**src/rtl/mycpu_store_unit_pkg.sv**
```systemverilog
// mycpu_store_unit_pkg: store-mode encodings, FSM states and bus size codes shared by the store path.
package mycpu_store_unit_pkg;
    localparam logic [2:0] SZ_B = 3'b000;
    localparam logic [2:0] SZ_H = 3'b001;
    localparam logic [2:0] SZ_W = 3'b010;
    localparam logic [2:0] SZ_L = 3'b011;
    localparam logic [2:0] SZ_R = 3'b100;
    localparam logic [1:0] BUS_BYTE = 2'd0;
    localparam logic [1:0] BUS_HALF = 2'd1;
    localparam logic [1:0] BUS_WORD = 2'd2;
    typedef enum logic [1:0] {IDLE, REQ, WAIT} storeStateT;
    // swl/swr strobes are contiguous runs, so the run length picks the bus size
    function automatic logic [1:0] strbSize(input logic [3:0] s);
        return (s == 4'b0001 || s == 4'b1000) ? BUS_BYTE :
               (s == 4'b0011 || s == 4'b1100) ? BUS_HALF : BUS_WORD;
    endfunction
endpackage

```
**src/rtl/mycpu_store_align.sv**
```systemverilog
// mycpu_store_align: maps store mode, address and rt data onto byte strobes, lane data, bus size and AdES.
module mycpu_store_align
    import mycpu_store_unit_pkg::*;
#(
    parameter bit ALLOW_UNALIGNED = 1'b0
) (
    input  logic [2:0]  mode,
    input  logic [31:0] addr,
    input  logic [31:0] data,
    output logic [3:0]  wstrb,
    output logic [31:0] wdata,
    output logic [1:0]  size,
    output logic [31:0] busAddr,
    output logic        ades
);
    logic [1:0] a;
    assign a = addr[1:0];
    always_comb begin
        wstrb   = 4'b0000;
        wdata   = data;
        size    = BUS_WORD;
        busAddr = addr;
        ades    = 1'b0;
        case (mode)
            SZ_B: begin
                wstrb = 4'b0001 << a;
                wdata = {4{data[7:0]}};
                size  = BUS_BYTE;
            end
            SZ_H: begin
                wstrb = a[1] ? 4'b1100 : 4'b0011;
                wdata = {2{data[15:0]}};
                size  = BUS_HALF;
                ades  = a[0] && !ALLOW_UNALIGNED;
            end
            SZ_W: begin
                wstrb = 4'b1111;
                ades  = (a != 2'b00) && !ALLOW_UNALIGNED;
            end
            // ~a == 3-a: swl keeps the high bytes of rt in the low lanes
            SZ_L: begin
                wstrb   = 4'b1111 >> ~a;
                wdata   = data >> {~a, 3'b000};
                size    = strbSize(4'b1111 >> ~a);
                busAddr = {addr[31:2], 2'b00};
            end
            SZ_R: begin
                wstrb   = 4'b1111 << a;
                wdata   = data << {a, 3'b000};
                size    = strbSize(4'b1111 << a);
                busAddr = {addr[31:2], 2'b00};
            end
            default: ades = 1'b1;
        endcase
    end
endmodule

```
**src/rtl/mycpu_store_unit.sv**
```systemverilog
// mycpu_store_unit: MEM-stage store path driving the data SRAM-like bus through an IDLE/REQ/WAIT FSM.
module mycpu_store_unit
    import mycpu_store_unit_pkg::*;
#(
    parameter bit ALLOW_UNALIGNED = 1'b0
) (
    input  logic        clk,
    input  logic        reset,
    input  logic        st_valid,
    output logic        st_ready,
    input  logic [2:0]  st_mode,
    input  logic [31:0] st_addr,
    input  logic [31:0] st_data,
    input  logic        flush,
    output logic        st_ades,
    output logic        st_done,
    output logic        data_sram_req,
    output logic        data_sram_wr,
    output logic [1:0]  data_sram_size,
    output logic [31:0] data_sram_addr,
    output logic [3:0]  data_sram_wstrb,
    output logic [31:0] data_sram_wdata,
    input  logic        data_sram_addr_ok,
    input  logic        data_sram_data_ok
);
    storeStateT  state, nextState;
    logic [3:0]  alnStrb;
    logic [31:0] alnData, alnAddr;
    logic [1:0]  alnSize;
    logic        alnAdes, accept;

    mycpu_store_align #(.ALLOW_UNALIGNED(ALLOW_UNALIGNED)) u_align (
        .mode    (st_mode),
        .addr    (st_addr),
        .data    (st_data),
        .wstrb   (alnStrb),
        .wdata   (alnData),
        .size    (alnSize),
        .busAddr (alnAddr),
        .ades    (alnAdes)
    );

    assign st_ready     = (state == IDLE) && !flush;
    assign accept       = st_valid && st_ready;
    assign data_sram_wr = 1'b1;

    always_comb begin
        data_sram_req = 1'b0;
        nextState     = state;
        data_sram_req = state == REQ;
        nextState     = state == IDLE ? (accept && !alnAdes ? REQ : IDLE) :
                        state == REQ  ? (data_sram_addr_ok ? WAIT : REQ) :
                                        (data_sram_data_ok ? IDLE : WAIT);
    end

    // bus outputs come only from these registers, never straight from st_*
    always_ff @(posedge clk) begin
        if (reset) begin
            state           <= IDLE;
            st_ades         <= 1'b0;
            st_done         <= 1'b0;
            data_sram_addr  <= '0;
            data_sram_size  <= '0;
            data_sram_wstrb <= '0;
            data_sram_wdata <= '0;
        end else begin
            state   <= nextState;
            st_ades <= accept && alnAdes;
            st_done <= (state == WAIT) && data_sram_data_ok;
            if (accept && !alnAdes) begin
                data_sram_addr  <= alnAddr;
                data_sram_size  <= alnSize;
                data_sram_wstrb <= alnStrb;
                data_sram_wdata <= alnData;
            end
        end
    end
endmodule
```
**config.mk**
```make
export PLATFORM = sky130hd
export DESIGN_NAME = mycpu_store_unit
export DESIGN_NICKNAME = d
export VERILOG_FILES = /design/src/rtl/mycpu_store_unit_pkg.sv /design/src/rtl/mycpu_store_align.sv /design/src/rtl/mycpu_store_unit.sv
export SDC_FILE = /design/constraint.sdc
export NUM_CORES = 1
export LEC_CHECK = 0
export CAP_MARGIN = 20
export CORE_MARGIN = 10
export CORE_UTILIZATION = 45
export DETAILED_ROUTE_END_ITERATION = 8
export GPL_TIMING_DRIVEN = 0
export PLACE_DENSITY = 0.9
export REMOVE_ABC_BUFFERS = 1
export SYNTH_ARGS = -nofsm -noshare
export SYNTH_HDL_FRONTEND = slang
export SYNTH_SLANG_ARGS = --single-unit
```
**constraint.sdc**
```tcl
create_clock -name clk -period 2.3 [get_ports clk]
set_input_delay 0.46 -clock clk [delete_from_list [all_inputs] [get_ports clk]]
set_output_delay 0.46 -clock clk [all_outputs]
set_load 0.01 [all_outputs]
```
==> results_dict.tcl <==
set metrics [dict create \
    async_reset_ff_share_pct 0 \
    ys_seq_area_share_pct 36.1 \
    ant_nets 0 \
    power_density_nw_per_um2 550 \
    wl_per_cell_um 19.3 \
    grt_use_total_pct 21.4 \
    fin_area_um2 5890 \
    final.min_clock_period_ns 2.24 \
    hpwlAfterDp_mm 10.3 \
    die_x_um 115 \
    wirelength_mm 14.6 \
    place_congestion 0.874 \
    syn2layout_area_growth_pct 43.4 \
    cts_root_buffer "clkbuf_8" \
    worst_pin_slew_ns 0.995 \
    grt_pass1_vias 4637 \
    cts_buffer_depth 2 \
    ys_seq_elements 74 \
    io_buffers 146 \
    min_path_cells 2 \
    slew_headroom_pct 33.5 \
    rsz0062_at_grt "false" \
    hold_path.class "flop to flop" \
    fin_tns_setup_ns 0 \
    clock_power_share_pct 34.5 \
    synth_edf_count 0 \
    r2r_cells 6 \
    diodes 0 \
    drt-initial-drc-count 577 \
    syn_area_um2 4100 \
    tritoncts "yes" \
    p_int_mw 2.32 \
    hold_buffers 0 \
    antenna_found_initial 0 \
    die_h_um 115 \
    grt_pass1_wl_mm 23.3 \
    htreeDepth 3 \
    skew_ns 0.0124 \
    hold_viol 0 \
    netlist_instances 521 \
    synth_most_common_cell "nand2_1" \
    drive_above_1_share_pct 8.49 \
    grt_max_degree 55 \
    dieArea_um2 13300 \
    status "finished clean" \
    dr.pass1.iters 5 \
    p_switching_uw 921 \
    yosys.area.top_type_share_pct 36.1 \
    synth_flop_cell "dfxtp_1" \
    clock.fmax_mhz 446 \
    design.core.area_um2 8810 \
    critPathLaunchType "input port" \
    pwr-share-seq_pct 41.9 \
    route.detailed.drc 0 \
    syn_avg_cell_area_um2 7.88 \
    p_comb_share_pct 23.6 \
    floorplan.initialDensity_pct 46.6 \
    ys_types 38 \
    ys_top_cells_by_count "nand2_1, a21oi_1, dfxtp_1, nor2_1, buf_2" \
    arrival_ns 2.53 \
    p_sw_share_pct 28.5 \
    ir_worst_vdd_mv 0.287 \
    path_max_fanout 27 \
    clock_sinks 74 \
    worstSetupPathType "input port to flop" \
    vias 4609 \
    synth-warning-count 0 \
    placed_area_um2 5630 \
    setup_viol 0 \
    synth_top_area_cell "dfxtp_1" \
    numCtsBuffers 9 \
    fin_total_pwr_mw 3.24 \
    worst_ep_required_time_ns 2.59 \
    synthTopCellsByArea "dfxtp_1, a21oi_1, nand2_1" \
    pin_count 148 \
    rows 34 \
    period_share_pct 97.4 \
    clk_latency_ns 0.35 \
    layout.nets 716 \
    max_cap_violations 0 \
    maxSlewViolCount 0 \
    p_leak_nw 2.02 \
    via_per_inst 6.10 \
    gr-total-overflow 0 \
    clk_pin_slew_ns 0.09 \
    end_kind "flop" \
]
[metal layers]
| layer | vias up | global-route usage (%) | wire [um] |
|---|---|---|---|
| met2 | 275 | 36.0 | 6950 |
| met4 | 0 | 10.5 | 527 |
| met5 | - | 0 | 0 |
| met3 | 64 | 7.29 | 1580 |
| met1 | 2129 | 23.9 | 5540 |
| li1 | 2141 | - | - |
[cell type report]
cell class / instances / area, um2
tap: 108 / 135
timing repair buffer: 156 / 1610
multi-input combinational: 400 / 2440
inverter: 2 / 7.51
clock buffer: 10 / 128
fill: 727 / 2920
clock inverter: 6 / 91.3
sequential: 74 / 1480
[metrics by stage]
stage | utilization (%) | setup slack, ns | std cells | hold slack [ns]
4_1_cts | 66.7 | 0.0261 | 756 | 0.457
3_5_place_dp | 64.0 | -1.19 | 737 | 0.445
2_1_floorplan | - | -0.626 | 476 | 0.412
5_1_grt | 66.8 | 0.0101 | 756 | 0.470
6_report | 66.8 | 0.0593 | 756 | 0.454
3_3_place_gp | 62.4 | -3.06 | 730 | 0.427
[power groups by stage]
| stage | clock (mW) | sequential (mW) | combinational [mW] |
|---|---|---|---|
| after floorplan | 0 | 1.41 | 0.299 |
| after global placement | 0 | 1.38 | 0.703 |
| after detailed placement | 0 | 1.39 | 0.742 |
| after CTS | 1.14 | 1.36 | 0.752 |
| after global routing | 1.21 | 1.36 | 0.822 |
| final | 1.12 | 1.36 | 0.764 |
[worst max-delay path, stage by stage]
cell	delay, ns
buf_2	0.48
nor2b_1	0.87
a22oi_1	0.16
o221ai_1	0.26
o211ai_1	0.14
a21oi_1	0.15
[cells in the final DEF (no fill, tap or decap), drive strengths merged, types with 9 or more instances in the layout]
cell type | Yosys | layout
nor3 | 15 | 15
clkbuf | 18 | 11
o221ai | 16 | 16
mux2i | 18 | 18
dfxtp | 74 | 74
nand3 | 12 | 12
o211ai | 16 | 16
nor2 | 25 | 25
a22oi | 14 | 14
nand2 | 110 | 110
o22ai | 9 | 9
nor2b | 21 | 21
a21oi | 89 | 89
clkdlybuf4s50 | 0 | 140
buf | 27 | 13
[worst paths after layout]
path | start | endpoint | slack [ns]
setup reg to reg | state[1]$_SDFF_PP0_ | data_sram_wdata[7]$_SDFFE_PP0P_ | 0.30
hold / removal | data_sram_addr[13]$_SDFFE_PP0P_ | data_sram_addr[13]$_SDFFE_PP0P_ | 0.45
setup / recovery | st_addr[1] | data_sram_wdata[19]$_SDFFE_PP0P_ | 0.06
hold reg to reg | data_sram_addr[13]$_SDFFE_PP0P_ | data_sram_addr[13]$_SDFFE_PP0P_ | 0.45
[cell families (layout without fill, tap and decap cells)]
family	Yosys count	count (layout)	synth area share (%)
and+or+nand+nor	195	195	21.0
other	1	1	0.0914
buffers and inverters	47	174	5.15
DFF	74	74	36.1
AOI/OAI and AO/OA	170	170	26.6
muxes	34	34	11.0
[registers in the layout, summed over array words and instances (netlist names)]
register,count
data_sram_wdata,32
state,2
st_ades,1
data_sram_addr,32
data_sram_wstrb,4
st_done,1
data_sram_size,2
[what timing repair did]
item / CTS / global route
pin swaps: 1 / 0
gates resized for setup: 13 / 5
buffers inserted: 3 / 0
endpoints found under the setup margin: 71 / 34
Note: power is estimated with default switching activity, not from simulation.
